File: src/rtl/frame_buffer_scheduler.sv
// frame_buffer_scheduler
//   Controls the DDR double frame buffer that the camera-side AXI writer and the
//   HDMI-side AXI reader share. The reader displays one buffer while the writer
//   fills the other. The two buffers swap only at a display vsync, and only after
//   the writer has finished a full frame. All logic runs in the clk_100Mhz domain.
//
// Ports
//   clk_100Mhz          AXI-domain clock
//   rst                 synchronous, active-high reset
//   vsync_in            raw VTG vsync, asynchronous (25 MHz domain)
//   wr_frame_done       1-cycle pulse from the writer: last burst of a frame acked
//   rd_buf_select       reader buffer (1 -> 0x0100_0000, 0 -> 0x0110_0000)
//   wr_buf_select       writer buffer, always ~rd_buf_select
//   vsync_start_pulse   1-cycle pulse: reader resets its address offset
//   wr_frame_start      1-cycle pulse: writer resets its offset and starts a frame
//   wr_active           writer may issue bursts while high
//   swap_cnt            completed swaps (wraps)
//   repeat_cnt          vsyncs with no new frame, i.e. repeated frames (wraps)
//   protocol_err        sticky: wr_frame_done seen outside WRITING
//   state               FSM state (debug)
//   vsync_lost          only when VSYNC_TIMEOUT_EN is defined: watchdog tripped
//
// Build option
//   VSYNC_TIMEOUT_EN    adds a vsync watchdog and the vsync_lost output

module frame_buffer_scheduler #(
    parameter int          CNT_WIDTH         = 16,
    parameter bit          VSYNC_ACTIVE_HIGH = 1'b1,
    parameter int unsigned TIMEOUT_CYCLES    = 2000000
) (
    input  logic                 clk_100Mhz,
    input  logic                 rst,
    input  logic                 vsync_in,
    input  logic                 wr_frame_done,
    output logic                 rd_buf_select,
    output logic                 wr_buf_select,
    output logic                 vsync_start_pulse,
    output logic                 wr_frame_start,
    output logic                 wr_active,
    output logic [CNT_WIDTH-1:0] swap_cnt,
    output logic [CNT_WIDTH-1:0] repeat_cnt,
    output logic                 protocol_err,
    output logic [1:0]           state
`ifdef VSYNC_TIMEOUT_EN
    ,
    output logic                 vsync_lost
`endif
);

    typedef enum logic [1:0] {
        IDLE      = 2'd0,
        WRITING   = 2'd1,
        WAIT_SWAP = 2'd2
    } state_t;

    localparam logic VS_INACTIVE = !VSYNC_ACTIVE_HIGH;

    // ---------------- vsync synchroniser + rising-edge register ----------------
    logic r_vs_meta, r_vs_sync, r_vs_prev, r_vs_rise;
    logic w_sync_act, w_prev_act;

    // XOR with the inactive level turns either polarity into active-high.
    assign w_sync_act = r_vs_sync ^ VS_INACTIVE;
    assign w_prev_act = r_vs_prev ^ VS_INACTIVE;

    always_ff @(posedge clk_100Mhz) begin
        if (rst) begin
            r_vs_meta <= VS_INACTIVE;
            r_vs_sync <= VS_INACTIVE;
            r_vs_prev <= VS_INACTIVE;
            r_vs_rise <= 1'b0;
        end else begin
            r_vs_meta <= vsync_in;
            r_vs_sync <= r_vs_meta;
            r_vs_prev <= r_vs_sync;
            r_vs_rise <= w_sync_act & ~w_prev_act;
        end
    end

    // ---------------- optional vsync watchdog ----------------
    logic w_timeout;
`ifdef VSYNC_TIMEOUT_EN
    logic [31:0] r_wdog;
    logic        r_vsync_lost;

    // Counts up to TIMEOUT_CYCLES, then holds so the trip fires only once.
    assign w_timeout  = !r_vs_rise && (r_wdog == 32'(TIMEOUT_CYCLES - 1));
    assign vsync_lost = r_vsync_lost;

    always_ff @(posedge clk_100Mhz) begin
        if (rst) begin
            r_wdog       <= '0;
            r_vsync_lost <= 1'b0;
        end else if (r_vs_rise) begin
            r_wdog       <= '0;
            r_vsync_lost <= 1'b0;
        end else begin
            if (r_wdog != 32'(TIMEOUT_CYCLES))
                r_wdog <= r_wdog + 32'd1;
            if (w_timeout)
                r_vsync_lost <= 1'b1;
        end
    end
`else
    assign w_timeout = 1'b0;
`endif

    // ---------------- FSM ----------------
    state_t r_state, w_state_nx;
    logic   w_swap, w_vsp, w_wfs, w_rep, w_perr;
    logic   r_rd_sel, r_vsp, r_wfs, r_wr_active, r_perr;
    logic [CNT_WIDTH-1:0] r_swap_cnt, r_repeat_cnt;

    always_comb begin
        w_state_nx = IDLE;
        w_swap     = 1'b0;
        w_vsp      = 1'b0;
        w_wfs      = 1'b0;
        w_rep      = 1'b0;
        w_perr     = wr_frame_done && (r_state != WRITING);
        case (r_state)
            IDLE: begin
                if (r_vs_rise) begin
                    w_vsp      = 1'b1;
                    w_wfs      = 1'b1;
                    w_state_nx = WRITING;
                end
            end
            WRITING: begin
                w_state_nx = WRITING;
                if (r_vs_rise && wr_frame_done) begin
                    // frame finished exactly at vsync: swap and keep writing
                    w_swap = 1'b1;
                    w_vsp  = 1'b1;
                    w_wfs  = 1'b1;
                end else if (wr_frame_done) begin
                    w_state_nx = WAIT_SWAP;
                end else if (r_vs_rise) begin
                    // writer still busy: display repeats the current buffer
                    w_vsp = 1'b1;
                    w_rep = 1'b1;
                end
            end
            WAIT_SWAP: begin
                w_state_nx = WAIT_SWAP;
                if (r_vs_rise) begin
                    w_swap     = 1'b1;
                    w_vsp      = 1'b1;
                    w_wfs      = 1'b1;
                    w_state_nx = WRITING;
                end
            end
            default: w_state_nx = IDLE;
        endcase
        // Watchdog trip only happens without a rise, so no pulses are pending.
        if (w_timeout)
            w_state_nx = IDLE;
    end

    always_ff @(posedge clk_100Mhz) begin
        if (rst) begin
            r_state      <= IDLE;
            r_rd_sel     <= 1'b1;
            r_vsp        <= 1'b0;
            r_wfs        <= 1'b0;
            r_wr_active  <= 1'b0;
            r_swap_cnt   <= '0;
            r_repeat_cnt <= '0;
            r_perr       <= 1'b0;
        end else begin
            r_state     <= w_state_nx;
            r_rd_sel    <= r_rd_sel ^ w_swap;
            r_vsp       <= w_vsp;
            r_wfs       <= w_wfs;
            r_wr_active <= (w_state_nx == WRITING);
            r_perr      <= r_perr | w_perr;
            if (w_swap)
                r_swap_cnt <= r_swap_cnt + CNT_WIDTH'(1);
            if (w_rep)
                r_repeat_cnt <= r_repeat_cnt + CNT_WIDTH'(1);
        end
    end

    assign rd_buf_select     = r_rd_sel;
    assign wr_buf_select     = ~r_rd_sel;
    assign vsync_start_pulse = r_vsp;
    assign wr_frame_start    = r_wfs;
    assign wr_active         = r_wr_active;
    assign swap_cnt          = r_swap_cnt;
    assign repeat_cnt        = r_repeat_cnt;
    assign protocol_err      = r_perr;
    assign state             = r_state;

endmodule

File: config.mk
export PLATFORM = sky130hd
export DESIGN_NAME = frame_buffer_scheduler
export DESIGN_NICKNAME = d
export VERILOG_FILES = /design/src/rtl/frame_buffer_scheduler.sv
export SDC_FILE = /design/constraint.sdc
export NUM_CORES = 1
export LEC_CHECK = 0
export CAP_MARGIN = 40
export CORE_ASPECT_RATIO = 0.9
export CORE_MARGIN = 2
export CORE_UTILIZATION = 44
export DETAILED_ROUTE_END_ITERATION = 6
export GPL_TIMING_DRIVEN = 1
export PLACE_DENSITY_LB_ADDON = 0.25
export SLEW_MARGIN = 20
export SYNTH_ARGS = -nofsm -noshare
export SYNTH_HDL_FRONTEND = slang
export SYNTH_SLANG_ARGS = --single-unit
File: constraint.sdc
create_clock -name clk_100Mhz -period 2 [get_ports clk_100Mhz]
set_input_delay 0.2 -clock clk_100Mhz [delete_from_list [all_inputs] [get_ports clk_100Mhz]]
set_output_delay 0.2 -clock clk_100Mhz [all_outputs]
set_load 0.005 [all_outputs]
==> flow_metrics.tcl, run 1 <==
set metrics [dict create \
    status "finished clean" \
    synth_ff_type "dfxtp_1" \
    path_buf_inv 1 \
    setup_viol 0 \
    leakage_nw 0.915 \
    yosys_warnings 0 \
    path_cells "inv_1 > ha_1 > nand2_1 > or3_4 > or4_1 > a21oi_1" \
    grt_pass1_vias 1520 \
    nNetsFinal 275 \
    grt_usage_pct 18.7 \
    layout_setup_ws_ns 0.119 \
    cts_hold_buf 0 \
    postRouteAntennaNets 0 \
    hold_viol_final 0 \
    grt_max_degree 40 \
    drt-initial-drc-count 95 \
    max_cap_violations 0 \
    synth_nets 220 \
    path_delay_family "simple AND/OR/NAND/NOR gates" \
    start_util_pct 45.8 \
    timing.fmax_ghz 0.532 \
    stdcell_count 314 \
    p_seq_share_pct 56.2 \
    rsz0062_at_grt "false" \
    worstSkewPairLatency_ns 0.30 \
    yosysSeqAreaShare_pct 46.1 \
    fin_skew_ns 0.00741 \
    critical_path_arrival_ns 2.12 \
    vias 1708 \
    synth_edf_count 0 \
    combPwrFrac_pct 3.4 \
    ir_drop_mv 0.285 \
    finalCritPeriodShare_pct 94.0 \
    numPortBuffers 43 \
    vias_per_cell 5.44 \
    area_growth_syn_to_layout_pct 36.6 \
    tritoncts "done" \
    postSynth.asyncResetShare_pct 0 \
    power_density_mw_per_mm2 604 \
    p_switching_w 0.000336 \
    p_int_w 0.00120 \
    num_rows 22 \
    syn-cell-area_sq_mm 0.00187 \
    die_x_um 72.6 \
    switching_share_pct 21.9 \
    antenna_found_initial 0 \
    crit_path_end_kind "register" \
    grt_pass1_wl_mm 6.87 \
    post_drt_wl_per_cell_um 12.7 \
    dp_slack_ns -0.0876 \
    whs_ns 0.388 \
    synth.distinct_cells 35 \
    gp_congestion 0.781 \
    path_clk_slew_ns 0.08 \
    core_area_sq_mm 0.00407 \
    min_path_type "reg -> reg" \
    synth_area_leaders "dfxtp_1 (46%), xnor2_1 (6.6%), nor2_1 (4.6%)" \
    synth.ff_latch_count 43 \
    slowest_stage "or4_1" \
    synth_area_leader_cell "dfxtp_1" \
    cts_sinks 43 \
    cts_root_buf "clkbuf_8" \
    htreeDepth 2 \
    clockBufferDepth 2 \
    layout-drive-gt1-share_pct 10.9 \
    dp_cells 306 \
    die_h_um 65.8 \
    drv_slew 0 \
    dieArea_sq_mm 0.00478 \
    post-route-min-period_ns 1.88 \
    pwr-share-clk_pct 40.3 \
    boundaryPins 44 \
    diodes 0 \
    max_stage_delay_ns 0.47 \
    slew-limit-headroom_pct 58.1 \
    finalWirelength_mm 4.00 \
    synth_cells 210 \
    required_ns 2.24 \
    crit_path_start_kind "register" \
    synth.avg_cell_area_sq_um 8.88 \
    drtPass1Iterations 4 \
    drc 0 \
    overflow 0 \
    worstPathMaxFanout 9 \
    yosys.area.top_type_share_pct 46.1 \
    worstSetupPathType "reg -> reg" \
    worstMarginPinSlew_ns 0.621 \
    numCtsBuffers 5 \
    hpwlAfterDp_mm 2.75 \
]
==> power groups by stage <==
stage | sequential (W) | combinational (W) | clock (W)
2_1_floorplan | 0.000884 | 0.0000243 | 0
3_3_place_gp | 0.000885 | 0.0000521 | 0
3_5_place_dp | 0.000885 | 0.0000531 | 0
4_1_cts | 0.000865 | 0.0000533 | 0.000637
5_1_grt | 0.000866 | 0.0000574 | 0.000676
6_report | 0.000865 | 0.0000527 | 0.000620
==> cell usage after synthesis (all sizes together) (6+ instances only) <==
cell type and number:
a21oi 16, or3 11, nand3 8, xnor2 14, nor2 23, ha 6
inv 11, o21ai 13, nand4 7, nand2 10, dfxtp 43, nor4 7
==> final timing paths <==
path	slack, ns	to	from	depth (start not counted)
max	0.12	swap_cnt[15]$_SDFFE_PP0P_	state[0]$_SDFF_PP0_	6
min	0.39	r_vs_rise$_SDFF_PP0_	r_vs_prev$_SDFF_PP0_	1
max reg2reg	0.12	swap_cnt[15]$_SDFFE_PP0P_	state[0]$_SDFF_PP0_	6
min reg2reg	0.39	r_vs_rise$_SDFF_PP0_	r_vs_prev$_SDFF_PP0_	1
==> routing by layer <==
layer	GRT usage (%)	part of all wire, %	wire length [um]
met5	0	0	0
met4	6.94	1.2	49
met3	6.25	5.2	207
met2	28.9	45	1790
met1	24.1	49	1950
==> final cells by class <==
type | instances | area (sq um)
multi-input combinational | 148 | 941
clock buffer | 7 | 96.3
tap | 48 | 60.1
clock inverter | 1 | 7.51
sequential | 43 | 862
timing repair buffer | 56 | 541
fill | 364 | 1530
inverter | 11 | 41.3
==> through the flow <==
| step | setup TNS (ns) | total power (W) | cell area (sq um) | utilization [%] |
|---|---|---|---|---|
| 2_1_floorplan | 0 | 0.000909 | 1870 | - |
| 3_3_place_gp | -0.143 | 0.000937 | 2430 | 59.7 |
| 3_5_place_dp | -0.252 | 0.000938 | 2430 | 59.7 |
| 4_1_cts | 0 | 0.00156 | 2540 | 62.4 |
| 5_1_grt | 0 | 0.00160 | 2550 | 62.6 |
| 6_report | 0 | 0.00154 | 2550 | 62.6 |
==> cell usage in the layout, fill, tap and decap left out, types with 2 or more instances in the layout <==
| master | n |
|---|---|
| clkdlybuf4s50_1 | 43 |
| dfxtp_1 | 42 |
| nor2_1 | 23 |
| a21oi_1 | 15 |
| xnor2_1 | 14 |
| o21ai_0 | 13 |
| buf_4 | 12 |
| inv_1 | 11 |
| nand2_1 | 10 |
| or3_1 | 10 |
| nand3_1 | 8 |
| nor4_1 | 7 |
| clkbuf_8 | 7 |
| nand4_1 | 6 |
| xor2_1 | 5 |
| ha_1 | 5 |
| nor3_1 | 4 |
| nor2b_1 | 4 |
| and4_1 | 3 |
| o31ai_1 | 2 |
| or4_1 | 2 |
==> sequential cells by signal, summed over array words and instances (netlist names) <==
register	count
r_vs_sync	1
wr_frame_start	1
r_vs_prev	1
swap_cnt	16
repeat_cnt	16
wr_active	1
r_vs_rise	1
rd_buf_select	1
vsync_start_pulse	1
state	2
r_vs_meta	1
protocol_err	1
==> logic make-up (layout without fill, tap and decap cells) <==
kind of cell / Yosys count / after routing / share of synthesized area (%)
AO/OA/AOI/OAI: 35 / 35 / 10.5
AND/OR/NAND/NOR: 87 / 87 / 25.8
multiplexers: 1 / 1 / 0.537
buffers and inverters: 19 / 75 / 4.02
adder cells (fa/ha/maj): 6 / 6 / 4.02
XOR/XNOR: 19 / 19 / 8.92
flip-flops: 43 / 43 / 46.1
==> repair_timing <==
| item | 4_1_cts | 5_1_grt |
|---|---|---|
| gates resized for setup | 1 | 3 |
| buffers inserted | 0 | 0 |
| endpoints found under the setup margin | 1 | 5 |
(Power assumes the default switching activity.)
==> run 2: changes to the inputs <==
- ABC_AREA: not set -> 1
- CORE_UTILIZATION: 44 -> 45
==> run 2 against run 1 <==
Compared with the run above: first-iteration DRC count is 28% lower; count of clock-buffer cells in the layout is 2 lower; largest cell class unchanged; synthesized area is 10% higher; non-clock buffer count is 11 lower; flip-flop and latch count stayed put; fmax is 13% higher; critical path type unchanged; register-to-register slack better by 0.21 ns; cell area is 2.5% higher; die area is 7.2% higher; wire length is 2.7% higher; hold slack better by 0.013 ns; global-route usage is 1.2 points lower.
==> flow_metrics.tcl, run 2 <==
set metrics [dict create \
    numCtsBuffers 5 \
    r2r_slack_ns 0.33 \
    drc 0 \
    tns_ns 0 \
    synth.avg_cell_area_sq_um 6.94 \
    max_cap_violations 0 \
    hold_viol_final 0 \
    rsz0062_at_grt "false" \
    post-route-min-period_ns 1.67 \
    synth_area_leader_cell "dfxtp_1" \
    synth.most_common_cell "nor2_1" \
    layout_common_cells "nor2_1 (68), nand2_1 (60), clkdlybuf4s50_1 (43), dfxtp_1 (43), inv_1 (34)" \
    drtPass1Iterations 4 \
    drv_slew 0 \
    vias_per_cell 4.77 \
    vias 1921 \
    antenna_found_initial 0 \
    grt_pass1_vias 1620 \
    tritoncts "done" \
    path_delay_family "simple AND/OR/NAND/NOR gates" \
    gp_congestion 0.816 \
    synth_cells 296 \
    worstSkewPairLatency_ns 0.29 \
    ctsResizeCount 0 \
    post_drt_wl_per_cell_um 10.2 \
    worstMarginPinSlew_ns 0.613 \
    synth.distinct_cells 24 \
    slowest_stage "dfxtp_1" \
    drt-initial-drc-count 68 \
    whs_ns 0.401 \
    status "finished clean" \
    core_area_sq_mm 0.00443 \
    worstSetupPathType "reg -> reg" \
    hpwlAfterDp_mm 3.03 \
    yosys.area.top_type_share_pct 41.9 \
    post_cts_buffers 0 \
    die_h_um 68.1 \
    overflow 0 \
    fin_skew_ns 0.00964 \
    area_growth_syn_to_layout_pct 27.2 \
    layout_setup_ws_ns 0.333 \
    crit_path_start "state[1]$_SDFF_PP0_" \
    critical_path_arrival_ns 1.85 \
    worstPathMaxFanout 15 \
    holdCritStartpoint "r_vs_prev$_SDFF_PP0_" \
    synth_nets 306 \
    synth_common_cells "nor2_1 (68), nand2_1 (60), dfxtp_1 (43), inv_1 (34)" \
    grt_usage_pct 17.5 \
    finalCritPeriodShare_pct 83.4 \
    synth_edf_count 0 \
    ir_drop_mv 0.393 \
    nNetsFinal 352 \
    syn-cell-area_sq_mm 0.00205 \
    ff2ff_path_depth 9 \
    grt_pass1_wl_mm 6.96 \
    synth_ff_type "dfxtp_1" \
    required_ns 2.19 \
    path_cells "inv_1 > ha_1 > nand2_2 > nor2_4 > nand2_1 > nor2_4 > nand3_1 > nand2_1 > nor2_1" \
    rr_startpoint "state[1]$_SDFF_PP0_" \
    min_path_type "reg -> reg" \
    layout-drive-gt1-share_pct 4.69 \
    start_util_pct 46.3 \
    clockBufferDepth 2 \
    path_clk_slew_ns 0.07 \
    slew-limit-headroom_pct 59.1 \
    postRouteAntennaNets 0 \
    htreeDepth 2 \
    die_x_um 75.2 \
    synth_area_leaders "dfxtp_1 (42%), nor2_1 (12%), nand2_1 (11%)" \
    setup_viol 0 \
    numPortBuffers 43 \
    leakage_nw 0.965 \
    cts_root_buf "clkbuf_8" \
    final_common_cell "nor2_1" \
    cts_sinks 43 \
    synth.ff_latch_count 43 \
    crit_path_start_kind "register" \
    num_rows 23 \
    grt_max_degree 22 \
    yosys_warnings 0 \
    cts_hold_buf 0 \
    path_buf_inv 1 \
    timing.fmax_ghz 0.600 \
    crit_cells 9 \
    power_density_mw_per_mm2 544 \
    boundaryPins 44 \
    holdPathStages 1 \
    diodes 0 \
    postSynth.asyncResetShare_pct 0 \
    dieArea_sq_mm 0.00512 \
    dp_slack_ns 0.289 \
    max_stage_delay_ns 0.34 \
    finalWirelength_mm 4.11 \
    yosysSeqAreaShare_pct 41.9 \
    crit_path_end_kind "register" \
]
-- run 2: changes by cell type after synthesis, sizes merged, moves of 11 or more --
cell   delta
nor2     +48
xnor2    -13
inv      +23
or3      -11
nand3    +11
nand2    +53
-- run 2: routing by layer --
layer | part of all wire (%) | global-route usage [%] | vias to the layer above
met1 | 49 | 22.7 | 851
met5 | 0 | 0 | -
met3 | 5.0 | 5.45 | 2
met2 | 45 | 28.4 | 39
met4 | 0.49 | 4.39 | 0
li1 | - | - | 1029
-- run 2: stage by stage --
stage,power (W),util (%),area (sq um),cells
after floorplan,0.000914,-,2050,296
after global placement,0.000934,57.2,2540,397
after detailed placement,0.000935,57.2,2540,397
after CTS,0.00144,58.9,2610,403
after global routing,0.00149,58.9,2610,403
final,0.00142,58.9,2610,403
-- run 2: final timing paths --
path | endpoint
worst max-delay path | repeat_cnt[11]$_SDFFE_PP0P_
worst min register to register | r_vs_rise$_SDFF_PP0_
worst max register to register | repeat_cnt[11]$_SDFFE_PP0P_
worst min-delay path | r_vs_rise$_SDFF_PP0_
-- run 2: logic make-up after synthesis --
logic type	Yosys count	share of synthesized area [%]
AO/OA/AOI/OAI	34	9.08
XOR/XNOR	4	1.71
adder cells (fa/ha/maj)	6	3.66
buffers and inverters	40	8.16
flip-flops	43	41.9
AND/OR/NAND/NOR	169	35.5
-- run 2: cell type report --
cell class	count	area, sq um
fillers	440	1820
multi-input cells	213	1020
flip-flops and latches	43	861
repair buffers	45	445
inverters	34	128
well taps	62	77.6
clock buffers	5	68.8
clock inverters	1	7.51
-- run 2: worst register-to-register path, stage by stage (launching register included) --
cell     delay, ns
dfxtp_1       0.34
inv_1         0.08
ha_1          0.25
nand2_2       0.10
nor2_4        0.27
nand2_1       0.15
nor2_4        0.18
nand3_1       0.09
nand2_1       0.06
nor2_1        0.04
-- run 2: power breakdown --
part           internal (W)  total (W)  leakage, nW  switching [W]
Clock              0.000232   0.000508       0.0361       0.000277
Sequential         0.000862   0.000865        0.347     0.00000320
Combinational     0.0000208  0.0000487        0.582      0.0000278
Total               0.00111    0.00142        0.965       0.000308
